**src/rtl/msi_requester_fsm_if.sv**
```systemverilog
// msi_requester_fsm_if
//   Groups the CPU-side request/response signals and the snooping-bus
//   signals of the MSI requester controller.
//   master : the requester controller (drives cpu_ready/erro, bus_*, novo_estado,
//            estado_we, busy; samples CPU request, bus_gnt, bus_done, estado_linha)
//   slave  : the environment (CPU, bus arbiter, cache state array)
//
// Handshakes:
//   CPU   : cpu_valid is only looked at while the controller is idle (busy = 0);
//           the request completes with a one-cycle cpu_ready pulse, with erro
//           qualifying it as a timeout abort.
//   Bus   : bus_req stays high from arbitration until bus_done; bus_gnt is only
//           acted on while arbitrating; bus_valid/bus_op/writeback are stable
//           until bus_done, which is ignored when no transaction is on the bus.
interface msi_requester_fsm_if;
  logic       cpu_valid;
  logic       cpu_write;
  logic       cpu_hit;
  logic [1:0] estado_linha;
  logic       cpu_ready;
  logic       erro;
  logic       bus_req;
  logic       bus_gnt;
  logic       bus_valid;
  logic [1:0] bus_op;
  logic       writeback;
  logic       bus_done;
  logic [1:0] novo_estado;
  logic       estado_we;
  logic       busy;

  modport master (
    input  cpu_valid, cpu_write, cpu_hit, estado_linha, bus_gnt, bus_done,
    output cpu_ready, erro, bus_req, bus_valid, bus_op, writeback,
           novo_estado, estado_we, busy
  );

  modport slave (
    output cpu_valid, cpu_write, cpu_hit, estado_linha, bus_gnt, bus_done,
    input  cpu_ready, erro, bus_req, bus_valid, bus_op, writeback,
           novo_estado, estado_we, busy
  );
endinterface

```
**src/rtl/msi_requester_fsm.sv**
```systemverilog
// msi_requester_fsm
//   Processor-side MSI coherence controller for one cache. Converts CPU
//   read/write requests into bus read-miss / write-miss / invalidate
//   transactions, writing back a dirty victim first when needed, then commits
//   the new line state (00 I, 01 S, 10 M) to the cache state array.
// Ports:
//   clock     : rising-edge clock
//   reset_n   : asynchronous active-low reset
//   bus       : msi_requester_fsm_if.master (CPU request/response + bus)
//   state_dbg : current FSM state (IDLE 0, WB_ARB 1, WB_BUS 2, ARB 3, BUS 4, DONE 5)
// Parameters:
//   MAX_WAIT  : cycles allowed waiting for bus_gnt before abort; 0 = no timeout
//   WAIT_W    : wait counter width, 2**WAIT_W > MAX_WAIT
module msi_requester_fsm #(
  parameter int MAX_WAIT = 255,
  parameter int WAIT_W   = 8
) (
  input  logic                clock,
  input  logic                reset_n,
  msi_requester_fsm_if.master bus,
  output logic [2:0]          state_dbg
);

  typedef enum logic [2:0] {
    S_IDLE   = 3'd0,
    S_WB_ARB = 3'd1,
    S_WB_BUS = 3'd2,
    S_ARB    = 3'd3,
    S_BUS    = 3'd4,
    S_DONE   = 3'd5
  } state_t;

  localparam logic [1:0] LS_I = 2'b00;
  localparam logic [1:0] LS_S = 2'b01;
  localparam logic [1:0] LS_M = 2'b10;

  localparam logic [1:0] OP_WB  = 2'b00;
  localparam logic [1:0] OP_RD  = 2'b01;
  localparam logic [1:0] OP_WR  = 2'b10;
  localparam logic [1:0] OP_INV = 2'b11;

  // The abort fires on the last permitted wait cycle, so the counter only
  // ever has to hold MAX_WAIT-1.
  localparam logic [WAIT_W-1:0] WAIT_LAST  = WAIT_W'(MAX_WAIT - 1);
  localparam bit                TIMEOUT_EN = (MAX_WAIT != 0);

  state_t            state_q, state_d;
  logic [1:0]        op_q, op_d;
  logic [1:0]        target_q, target_d;
  logic              need_bus_q, need_bus_d;
  logic              erro_q, erro_d;
  logic [WAIT_W-1:0] wait_q, wait_d;

  logic line_hit;
  logic timeout;

  // A tag match on an Invalid line is a miss.
  assign line_hit = bus.cpu_hit && (bus.estado_linha != LS_I);
  // Grant wins over a timeout reached in the same cycle.
  assign timeout  = TIMEOUT_EN && (wait_q == WAIT_LAST) && !bus.bus_gnt;

  // State register
  always_ff @(posedge clock or negedge reset_n) begin
    if (!reset_n) begin
      state_q    <= S_IDLE;
      op_q       <= OP_WB;
      target_q   <= LS_I;
      need_bus_q <= 1'b0;
      erro_q     <= 1'b0;
      wait_q     <= '0;
    end else begin
      state_q    <= state_d;
      op_q       <= op_d;
      target_q   <= target_d;
      need_bus_q <= need_bus_d;
      erro_q     <= erro_d;
      wait_q     <= wait_d;
    end
  end

  // Next-state logic
  always_comb begin
    state_d    = state_q;
    op_d       = op_q;
    target_d   = target_q;
    need_bus_d = need_bus_q;
    erro_d     = erro_q;
    wait_d     = '0;
    case (state_q)
      S_IDLE: begin
        if (bus.cpu_valid) begin
          erro_d = 1'b0;
          if (line_hit && !bus.cpu_write) begin
            need_bus_d = 1'b0;
            state_d    = S_DONE;
          end else if (line_hit && bus.estado_linha == LS_M) begin
            need_bus_d = 1'b0;
            state_d    = S_DONE;
          end else if (line_hit) begin
            // Write to a Shared line: upgrade via invalidate.
            need_bus_d = 1'b1;
            op_d       = OP_INV;
            target_d   = LS_M;
            state_d    = S_ARB;
          end else begin
            need_bus_d = 1'b1;
            op_d       = bus.cpu_write ? OP_WR : OP_RD;
            target_d   = bus.cpu_write ? LS_M : LS_S;
            // Only a tag-mismatched Modified line is a dirty victim.
            state_d    = (!bus.cpu_hit && bus.estado_linha == LS_M) ? S_WB_ARB : S_ARB;
          end
        end
      end
      S_WB_ARB: begin
        if (bus.bus_gnt) begin
          state_d = S_WB_BUS;
        end else if (timeout) begin
          erro_d  = 1'b1;
          state_d = S_DONE;
        end else begin
          wait_d = wait_q + 1'b1;
        end
      end
      S_WB_BUS: begin
        if (bus.bus_done) state_d = S_ARB;
      end
      S_ARB: begin
        // Snoop side invalidated our Shared copy while we waited: the
        // upgrade must now fetch the line as a full write miss.
        if (op_q == OP_INV && bus.estado_linha == LS_I) op_d = OP_WR;
        if (bus.bus_gnt) begin
          state_d = S_BUS;
        end else if (timeout) begin
          erro_d  = 1'b1;
          state_d = S_DONE;
        end else begin
          wait_d = wait_q + 1'b1;
        end
      end
      S_BUS: begin
        if (bus.bus_done) state_d = S_DONE;
      end
      S_DONE: begin
        state_d = S_IDLE;
      end
      default: begin
        state_d = S_IDLE;
      end
    endcase
  end

  // Moore output decode
  always_comb begin
    bus.cpu_ready   = 1'b0;
    bus.erro        = 1'b0;
    bus.bus_req     = 1'b0;
    bus.bus_valid   = 1'b0;
    bus.bus_op      = OP_WB;
    bus.writeback   = 1'b0;
    bus.novo_estado = LS_I;
    bus.estado_we   = 1'b0;
    bus.busy        = (state_q != S_IDLE);
    state_dbg       = state_q;
    case (state_q)
      S_WB_ARB: bus.bus_req = 1'b1;
      S_WB_BUS: begin
        bus.bus_req   = 1'b1;
        bus.bus_valid = 1'b1;
        bus.bus_op    = OP_WB;
        bus.writeback = 1'b1;
      end
      S_ARB: bus.bus_req = 1'b1;
      S_BUS: begin
        bus.bus_req   = 1'b1;
        bus.bus_valid = 1'b1;
        bus.bus_op    = op_q;
      end
      S_DONE: begin
        bus.cpu_ready = 1'b1;
        bus.erro      = erro_q;
        if (need_bus_q && !erro_q) begin
          bus.estado_we   = 1'b1;
          bus.novo_estado = target_q;
        end
      end
      default: ;
    endcase
  end

endmodule

```
**src/flat_wrapper.sv**
```systemverilog
// flat-port wrapper written by rule: the top's interface ports become plain ports
module msi_requester_fsm_flat 
#(
  parameter int MAX_WAIT = 255,
  parameter int WAIT_W   = 8
)
  (clock, reset_n, state_dbg, bus_cpu_valid, bus_cpu_write, bus_cpu_hit, bus_estado_linha, bus_bus_gnt, bus_bus_done, bus_cpu_ready, bus_erro, bus_bus_req, bus_bus_valid, bus_bus_op, bus_writeback, bus_novo_estado, bus_estado_we, bus_busy);
  msi_requester_fsm_if bus_i ();
  input  logic clock;
  input  logic reset_n;
  output logic [2:0] state_dbg;
  input wire logic [$bits(bus_i.cpu_valid)-1:0] bus_cpu_valid;
  input wire logic [$bits(bus_i.cpu_write)-1:0] bus_cpu_write;
  input wire logic [$bits(bus_i.cpu_hit)-1:0] bus_cpu_hit;
  input wire logic [$bits(bus_i.estado_linha)-1:0] bus_estado_linha;
  input wire logic [$bits(bus_i.bus_gnt)-1:0] bus_bus_gnt;
  input wire logic [$bits(bus_i.bus_done)-1:0] bus_bus_done;
  output wire logic [$bits(bus_i.cpu_ready)-1:0] bus_cpu_ready;
  output wire logic [$bits(bus_i.erro)-1:0] bus_erro;
  output wire logic [$bits(bus_i.bus_req)-1:0] bus_bus_req;
  output wire logic [$bits(bus_i.bus_valid)-1:0] bus_bus_valid;
  output wire logic [$bits(bus_i.bus_op)-1:0] bus_bus_op;
  output wire logic [$bits(bus_i.writeback)-1:0] bus_writeback;
  output wire logic [$bits(bus_i.novo_estado)-1:0] bus_novo_estado;
  output wire logic [$bits(bus_i.estado_we)-1:0] bus_estado_we;
  output wire logic [$bits(bus_i.busy)-1:0] bus_busy;
  assign bus_i.cpu_valid = bus_cpu_valid;
  assign bus_i.cpu_write = bus_cpu_write;
  assign bus_i.cpu_hit = bus_cpu_hit;
  assign bus_i.estado_linha = bus_estado_linha;
  assign bus_i.bus_gnt = bus_bus_gnt;
  assign bus_i.bus_done = bus_bus_done;
  assign bus_cpu_ready = bus_i.cpu_ready;
  assign bus_erro = bus_i.erro;
  assign bus_bus_req = bus_i.bus_req;
  assign bus_bus_valid = bus_i.bus_valid;
  assign bus_bus_op = bus_i.bus_op;
  assign bus_writeback = bus_i.writeback;
  assign bus_novo_estado = bus_i.novo_estado;
  assign bus_estado_we = bus_i.estado_we;
  assign bus_busy = bus_i.busy;
  msi_requester_fsm #(.MAX_WAIT(MAX_WAIT), .WAIT_W(WAIT_W)) u_core (.clock(clock), .reset_n(reset_n), .bus(bus_i), .state_dbg(state_dbg));
endmodule
```
**config.mk**
```make
export PLATFORM = sky130hd
export DESIGN_NAME = msi_requester_fsm_flat
export DESIGN_NICKNAME = d
export VERILOG_FILES = /design/src/rtl/msi_requester_fsm_if.sv /design/src/rtl/msi_requester_fsm.sv /design/src/flat_wrapper.sv
export SDC_FILE = /design/constraint.sdc
export NUM_CORES = 1
export LEC_CHECK = 0
export BUFFER_PORTS_ARGS = -buffer_cell sky130_fd_sc_hd__buf_2
export CORE_MARGIN = 8
export CORE_UTILIZATION = 30
export CTS_BUF_LIST = sky130_fd_sc_hd__clkbuf_8
export DETAILED_ROUTE_END_ITERATION = 12
export PLACE_DENSITY_LB_ADDON = 0.08
export SLEW_MARGIN = 30
export SYNTH_ARGS = -nofsm -noshare
export SYNTH_HDL_FRONTEND = slang
export SYNTH_SLANG_ARGS = --single-unit
```
**constraint.sdc**
```tcl
create_clock -name clock -period 1.6 [get_ports clock]
set_input_delay 0.32 -clock clock [delete_from_list [all_inputs] [get_ports clock]]
set_output_delay 0.32 -clock clock [all_outputs]
set_load 0.02 [all_outputs]
```
== Yosys cells after proc, flatten, opt, wreduce, memory -nomap -nowiden ==
Cells that the tools add are included.
Operators by class
  eq/ne operators: 16
  add/subtract/negate cells: 1
  bitwise operators: 2
  reduce and logical (&&, ||, !) cells: 25
  multiplexer cells: 38
Operators with widths (count)
  2-to-1 mux 3 bit: 9
  2-to-1 mux 8 bit: 3
  2-to-1 mux 2 bit: 11
  case mux 3 bit (5 select lines): 1
  2-to-1 mux 1 bit: 12
  inequality test 2 bit (second input constant): 6
  adder 8 x 1 -> 8 bit (second input constant): 1
  equality test 8 bit (second input constant): 1
  AND reduction 4 bit: 2
  logical AND 1 bit: 7
  equality test 3 x 2 -> 1 bit (second input constant): 2
  equality test 3 bit (second input constant): 2
  nonzero test 2 bit: 3
  AND reduction 5 bit: 1
  equality test 2 bit (second input constant): 2
  logical NOT 1 bit: 4
  inequality test 2 x 1 -> 1 bit (second input constant): 2
  case mux 2 bit (2 select lines): 1
  OR reduction 2 bit: 2
  OR reduction 4 bit: 1
  equality test 3 x 1 -> 1 bit (second input constant): 1
  logical NOT 3 bit: 1
  AND reduction 3 bit: 1
  nonzero test 3 bit: 1
  4 further kinds: 5
Word-level totals
  logic and storage cells: 88
  output and inout port bits: 14
  register bits after elaboration: 17
  bits of input ports: 9

== Longest topological paths before layout ==
Gate-level depths: netlist (run 1).
  depth after elaboration: 8
  depth in mapped cells: 6
  gate-level depth less buffers: 6

== Worst setup path after synthesis (run 1) ==
OpenSTA, ideal clock, no wires.
  path kind: register -> output
  start: reg u_core.state_q[0], in the netlist u_core.state_dbg[0]
  end: out bus_novo_estado[0]
  required time: 1.280 ns
  cell stages (with the launch flop): 5
  path buffers: 1
  setup slack: -0.709 ns
  data arrival time: 1.989 ns
  cells stage by stage: dfrtp_1 buf_2 inv_1 nor4b_1 and2_1
Between the ends
  longest elaborated chain between the ends: 2
Ends and longest elaborated chain
  from (decl): line msi_requester_fsm.sv:47  | state_t state_q, state_d;
  from (signal assigned): line msi_requester_fsm.sv:72  | state_q <= state_d;
  equality test 3 bit: line msi_requester_fsm.sv:164  | case (state_q)
  2-to-1 mux 2 bit: line msi_requester_fsm.sv:164
  to (decl): line flat_wrapper.sv:24  | output wire logic [$bits(bus_i.novo_estado)-1:0] bus_novo_estado;
No other way between the ends.

== Worst setup path in the final report (run 1) ==
  start: reg u_core.state_q[0], in the netlist u_core.state_dbg[0]
  end: out bus_bus_op[0]
Between the ends
  longest elaborated chain between the ends: 2
Ends and longest elaborated chain
  equality test 3 bit: line msi_requester_fsm.sv:164
  2-to-1 mux 2 bit: line msi_requester_fsm.sv:164
  to (decl): line flat_wrapper.sv:22  | output wire logic [$bits(bus_i.bus_op)-1:0] bus_bus_op;
No other way between the ends.

==> results_dict.tcl, run 1 <==
set metrics [dict create \
    setup_ws_ps -121 \
    antenna_violations_before_repair 0 \
    synthesis.nets 130 \
    cts-buffers-inserted 3 \
    via_per_inst 4.77 \
    area_growth_syn_to_layout_pct 54.5 \
    cts_max_path_buffers 2 \
    fin_nets 173 \
    fp.dieW_um 74.6 \
    insertedDiodeCount 0 \
    hold_viol 0 \
    post_synth_num_cell_types 37 \
    worst_r2r_endpoint "u_core.target_q[1]" \
    critPathRequiredTime_ps 1280 \
    grt.overflow.total 0 \
    net-switching-power_w 0.00110 \
    synthesis.area_per_instance_sq_um 8.64 \
    worst_skew_pair.late_latency_ps 250 \
    holdWs_ps 352 \
    final_worst_path_cycle_share_pct 108 \
    final-seq-area_sq_um 429 \
    postSynthRegisterBits 17 \
    detail_route.wirelength_um 2800 \
    timing.hold.worst_endpoint "u_core.state_dbg[1]" \
    top_level_ports 23 \
    cp-end-kind "primary output" \
    ys_seq_area_share_pct 41.4 \
    cap_violations 0 \
    max_freq_mhz 581 \
    timing.hold.worst.start "bus_bus_done" \
    cp-start-kind "flip-flop" \
    clk_pin_slew_ps 70 \
    cts.root.buffer_cell "sky130_fd_sc_hd__clkbuf_8" \
    drc 0 \
    timing.slew.headroom_pct 71.4 \
    count_of_vias_placed_by_the_detailed_router 987 \
    status "complete, but fails checks" \
    multi_input_area_sq_um 679 \
    timing.setup.critical_path_class "reg -> out" \
    floorplan.core_area_sq_um 3310 \
    wl_per_cell_um 13.5 \
    grt_pass1_wl_um 4490 \
    worst-r2r-setup-slack_ps -120 \
    timing_worst_slew_pin_value_ps 426 \
    fillers 343 \
    antenna_violating_nets_post_route 0 \
    cp-startpoint "u_core.state_dbg[0]" \
    p_comb_share_pct 63.7 \
    power_per_cell_area_nw_per_um2 1700 \
    numPortBuffers 22 \
    detailedRoute.firstPassIterationCount 4 \
    mappedNetlistArea_sq_um 1030 \
    skew_ps 1.17 \
    largest_net_degree_at_the_start_of_global_routing 18 \
    grt_setup_unrepaired "true" \
    global_route.usage.total_pct 10.5 \
    power.clock.fraction_pct 12.2 \
    internal-power_w 0.00160 \
    cts.sink_count 17 \
    worst_endpoint_data_arrival_time_ps 1400 \
    timing.hold.worst.class "in -> reg" \
    cts_tree "done" \
    die_height_um 74.6 \
    leakage_power_nw 0.678 \
    netSwitchingFraction_pct 40.8 \
    path_max_fanout 4 \
    worst_r2r_startpoint "u_core.state_dbg[2]" \
    post-route-min-period_ps 1720 \
    finalSetupViolCount 14 \
    dr.first_iter.drc_count 50 \
    pwr-share-seq_pct 24.1 \
    gp_congestion 0.775 \
    die_area_sq_um 5560 \
    holdPathStages 3 \
    violated_checks "negative setup slack" \
    post-dp-hpwl_um 2030 \
    yosys_warnings 0 \
    pre_cts_slack_ps 7.23 \
    post_route_cells_drive_above_1_share_pct 45.3 \
    max-vdd-ir-drop_v 0.000604 \
    post_synth_inst_count 119 \
    timing_max_transition_violations_final 0 \
    initial_util_pct 31.1 \
    num_rows 21 \
    ctsHtreeMaxLevel 1 \
    via_count_of_the_first_global_routing_pass 984 \
    worstRegToRegCells 5 \
]
-- critical path, cell delays in order (launching register included) --
cell and delay (ps):
sky130_fd_sc_hd__dfrtp_2 410, sky130_fd_sc_hd__buf_6 140, sky130_fd_sc_hd__buf_4 150, sky130_fd_sc_hd__nor2_4 130
sky130_fd_sc_hd__and3_1 180, sky130_fd_sc_hd__buf_4 140
-- power by group through the flow --
stage / logic [W] / registers [W] / clock network [W]
finish: 0.00172 / 0.000649 / 0.000330
global route: 0.00186 / 0.000663 / 0.000360
CTS: 0.00149 / 0.000641 / 0.000341
detailed placement: 0.00112 / 0.000639 / 0
global placement: 0.00112 / 0.000631 / 0
floorplan: 0.000692 / 0.000675 / 0
-- state kept, by name (all words and copies together) (netlist names) --
name	cells
u_core.op_q	2
u_core.erro_q	1
u_core.need_bus_q	1
u_core.target_q	2
u_core.state_dbg	3
u_core.wait_q	8
-- area by class of cell --
class / count / area share (%)
multi-input cells: 91 / 42.8
flip-flops and latches: 17 / 27.0
repair buffers: 43 / 21.7
well taps: 46 / 3.62
clock buffers: 3 / 2.60
inverters: 6 / 1.89
clock inverters: 1 / 0.472
-- worst max path at each step --
stage / to / slack (ps) / cells after the start
4_1_cts: bus_novo_estado[0] / -160 / 4
5_1_grt: bus_novo_estado[1] / -190 / 4
3_3_place_gp: u_core.op_q[1] / 10 / 4
3_5_place_dp: u_core.target_q[1] / 7 / 4
6_report: bus_bus_op[0] / -120 / 5
2_1_floorplan: u_core.op_q[1] / -170 / 5
-- placed cells by master (no fill, tap or decap), types with 3 or more instances in the layout --
master,instances
sky130_fd_sc_hd__nand3b_1,3
sky130_fd_sc_hd__nor2_4,3
sky130_fd_sc_hd__nand2_1,9
sky130_fd_sc_hd__a21oi_2,4
sky130_fd_sc_hd__inv_1,5
sky130_fd_sc_hd__and2_4,3
sky130_fd_sc_hd__nor2_1,18
sky130_fd_sc_hd__clkbuf_8,3
sky130_fd_sc_hd__nand3_1,5
sky130_fd_sc_hd__a21oi_1,5
sky130_fd_sc_hd__nor3_1,4
sky130_fd_sc_hd__buf_2,12
sky130_fd_sc_hd__dfrtp_1,14
sky130_fd_sc_hd__xnor2_1,4
sky130_fd_sc_hd__dfrtp_2,3
sky130_fd_sc_hd__buf_6,13
sky130_fd_sc_hd__buf_4,17
-- timing repair --
item / CTS / global route
resized for setup: 28 / 23
endpoints found under the setup margin: 13 / 24
hold buffers: 1 / 0
buffers inserted: 11 / 2
pin swaps: 5 / 8
hold endpoints to repair: 15 / 0
-- kinds of logic after synthesis --
group | synth area share [%]
DFF | 41.4
xor gates and xnor gates | 5.96
and+or+nand+nor | 29.1
AOI/OAI and AO/OA | 14.2
buffers and inverters | 4.99
muxes | 1.95
adders and majority gates | 2.43
-- synthesized netlist by cell type, drive strengths merged --
library cell | instances | area share [%]
nand2 | 9 | 3.3
nand4 | 2 | 1.2
nand3b | 3 | 2.2
inv | 6 | 2.2
buf | 2 | 1.6
a21oi | 10 | 5.2
mux2i | 2 | 1.9
or2b | 1 | 0.73
nor3 | 4 | 1.9
clkbuf | 3 | 1.2
a221oi | 1 | 0.85
o221ai | 1 | 0.85
or3 | 2 | 1.7
and2 | 3 | 1.8
xnor2 | 5 | 4.3
nor4b | 2 | 1.7
o21ai | 2 | 0.97
or4b | 1 | 1.3
nand2b | 1 | 0.61
xor2 | 2 | 1.7
a311oi | 2 | 1.7
a211o | 1 | 0.85
nand3 | 5 | 2.4
nor2b | 2 | 1.2
a211oi | 1 | 0.73
nor2 | 21 | 7.7
o21bai | 2 | 1.5
a31oi | 1 | 0.61
dfrtp | 17 | 41
and3 | 2 | 1.2
a32o | 1 | 0.97
ha | 2 | 2.4
-- routing by layer --
| layer | global-route usage, % | routed length, um | up-vias |
|---|---|---|---|
| li1 | - | - | 502 |
| met1 | 11.5 | 1150 | 466 |
| met2 | 19.1 | 1480 | 17 |
| met3 | 3.23 | 161 | 2 |
| met4 | 2.17 | 19 | 0 |
| met5 | 0 | 0 | - |
-- per-stage QoR --
step / total power (W) / std cells / setup TNS [ps] / utilization [%] / cell area, sq um
detailed placement: 0.00175 / 191 / 0 / 38.0 / 1260
CTS: 0.00247 / 207 / -1500 / 45.0 / 1490
global placement: 0.00175 / 191 / 0 / 38.0 / 1260
global route: 0.00288 / 207 / -1960 / 48.0 / 1590
floorplan: 0.00137 / 119 / -1020 / - / 1050
finish: 0.00270 / 207 / -1160 / 48.0 / 1590
(Power assumes the default switching activity.)
==> inputs of run 2 (changes only) <==
==> constraint.sdc (replaced) <==
create_clock -name clock -period 1.6 [get_ports clock]
set_input_delay 0.48 -clock clock [delete_from_list [all_inputs] [get_ports clock]]
set_output_delay 0.48 -clock clock [all_outputs]
set_load 0.02 [all_outputs]
==> run 2 against run 1 <==
Against the previous run:
- the run still ends with negative setup slack left
- largest power group unchanged
- routed wire length up 1.6%
- register-to-register slack worse by 180 ps
- critical path depth shrank 1
- sequential cell count unchanged
- clock power increased by 2%
- die area is the same
- largest cell class unchanged
- combinational power barely moved
- critical endpoint is now bus_busy
- maximum frequency down 11%
==> results_dict.tcl, run 2 (synthesis gave the netlist of run 1 again) <==
set metrics [dict create \
    status "complete, but fails checks" \
    violated_checks "negative setup slack" \
    maxUsedRoutingLayer "met4" \
    cts.sink_count 17 \
    timing_max_transition_violations_final 0 \
    post-layout-total-power_w 0.00275 \
    max_freq_mhz 520 \
    initial_util_pct 31.1 \
    power_per_cell_area_nw_per_um2 1700 \
    cp-end-kind "primary output" \
    metal3_wl_um 109 \
    layoutNonFillerInstCount 212 \
    post-route-util_pct 48.9 \
    fp.dieW_um 74.6 \
    leakage_power_nw 0.699 \
    final_worst_path_cycle_share_pct 120 \
    die_area_sq_um 5560 \
    global_route.usage.total_pct 10.8 \
    count_of_vias_placed_by_the_detailed_router 1018 \
    drc 0 \
    detail_route.wirelength_um 2850 \
    hold_viol 0 \
    worst_endpoint_data_arrival_time_ps 1440 \
    critical-path-slowest-cell "sky130_fd_sc_hd__dfrtp_2" \
    grt_pass1_wl_um 4760 \
    timing.hold.worst.class "in -> async" \
    dr.first_iter.drc_count 67 \
    p_comb_share_pct 63.7 \
    crit_path_cell_trace "buf_4 -> buf_6 -> or3_4 -> buf_6" \
    wl_per_cell_um 13.4 \
    clk_pin_slew_ps 70 \
    timing_worst_slew_pin_value_ps 397 \
    timing.slew.headroom_pct 73.5 \
    path_max_fanout 5 \
    critPathRequiredTime_ps 1120 \
    cap_violations 0 \
    timing.setup.critical_path_class "reg -> out" \
    setup_ws_ps -325 \
    crit_top_cell "sky130_fd_sc_hd__buf_6" \
    cell_area_after_layout_sq_um 1620 \
    worst_skew_pair.late_latency_ps 250 \
    grt.overflow.total 0 \
    antenna_violations_before_repair 0 \
    cts-buffers-inserted 3 \
    cts.root.buffer_cell "sky130_fd_sc_hd__clkbuf_8" \
    skew_ps 2.92 \
    die_height_um 74.6 \
    largest_reg_flops 8 \
    num_rows 21 \
    post_route_cells_drive_above_1_share_pct 46.4 \
    pwr-share-seq_pct 24.0 \
    regMostFlops "u_core.wait_q" \
    grt_setup_unrepaired "true" \
    internal-power_w 0.00166 \
    final_sum_of_negative_setup_slack_ps -3960 \
    via_count_of_the_first_global_routing_pass 1045 \
    post-route-min-period_ps 1920 \
    dpl-instance-area_sq_um 1340 \
    top_level_ports 23 \
    numPortBuffers 22 \
    floorplan.core_area_sq_um 3310 \
    via_per_inst 4.80 \
    max_stage_delay_ps 430 \
    fillers 334 \
    cts_max_path_buffers 2 \
    multi_input_area_sq_um 667 \
    post-dp-hpwl_um 2020 \
    netSwitchingFraction_pct 39.6 \
    placed_cells_incl_taps 198 \
    cp-start-kind "flip-flop" \
    cts_tree "done" \
    finalSetupViolCount 17 \
    area_growth_syn_to_layout_pct 57.5 \
    met1_length_um 1180 \
    antenna_violating_nets_post_route 0 \
    max-vdd-ir-drop_v 0.000647 \
    power.clock.fraction_pct 12.2 \
    dr_wl_met2_um 1510 \
    net-switching-power_w 0.00109 \
    largest_net_degree_at_the_start_of_global_routing 18 \
    ctsHoldBuffers 0 \
    final-seq-area_sq_um 429 \
    detailedRoute.firstPassIterationCount 4 \
    insertedDiodeCount 0 \
    gp_congestion 0.800 \
    fin_nets 178 \
    ctsHtreeMaxLevel 1 \
    final_common_cell "sky130_fd_sc_hd__buf_4" \
    most-common-layout-cells "22 x sky130_fd_sc_hd__buf_4, 18 x sky130_fd_sc_hd__nor2_1, 16 x sky130_fd_sc_hd__buf_6" \
]
-- run 2: cell count changes in the layout (fill, tap and decap cells not counted), sizes merged --
cell,previous run,this run
buf,42,48
dlygate4sd3,1,0
-- run 2: path summary, 6_finish.rpt --
check	start	to	slack, ps	cells after the start
hold / removal	reset_n	u_core.state_dbg[0]	140	1
max in group asynchronous	reset_n	u_core.state_dbg[2]	1150	1
setup / recovery	u_core.state_dbg[1]	bus_busy	-320	4
min in group clock	u_core.need_bus_q	u_core.need_bus_q	500	2
setup reg to reg	u_core.state_dbg[1]	u_core.op_q[1]	-300	6
hold reg to reg	u_core.need_bus_q	u_core.need_bus_q	500	2
-- run 2: cell type report --
type / instances / area share [%]
clock inverters: 1 / 0.463
inverters: 6 / 1.39
clock buffers: 3 / 2.55
well taps: 46 / 3.55
flip-flops and latches: 17 / 26.5
repair buffers: 48 / 24.4
multi-input cells: 91 / 41.2
-- run 2: per-stage QoR --
step                      hold WS, ps  worst slack (ps)
after floorplan                   184              -265
after global placement            444              -158
after detailed placement          443              -167
after CTS                         162              -383
after global routing              184              -364
final                             144              -325
-- run 2: power groups by stage --
| stage | registers [W] | logic (W) | clock network [W] |
|---|---|---|---|
| after floorplan | 0.000685 | 0.000768 | 0 |
| after global placement | 0.000670 | 0.00124 | 0 |
| after detailed placement | 0.000670 | 0.00125 | 0 |
| after CTS | 0.000659 | 0.00159 | 0.000349 |
| after global routing | 0.000682 | 0.00189 | 0.000367 |
| final | 0.000660 | 0.00175 | 0.000336 |
-- run 2: metal layers --
layer | global-route usage [%] | vias to the layer above
li1 | - | 505
met1 | 12.3 | 498
met2 | 19.1 | 11
met3 | 2.83 | 4
met4 | 3.48 | 0
met5 | 0 | -
-- run 2: timing repair --
| item | CTS | global route |
|---|---|---|
| hold endpoints to repair | 0 | 0 |
| setup buffers | 6 | 5 |
| resized for setup | 33 | 11 |
| cloned | 0 | 0 |
| pin swaps | 10 | 6 |
| endpoints found under the setup margin | 16 | 18 |
-- run 2: worst max-delay path: cells and delay by family, from the launching register on --
kind	cells	cell delay, ps
DFF	1	430
buffers and inverters	3	400
and+or+nand+nor	1	370
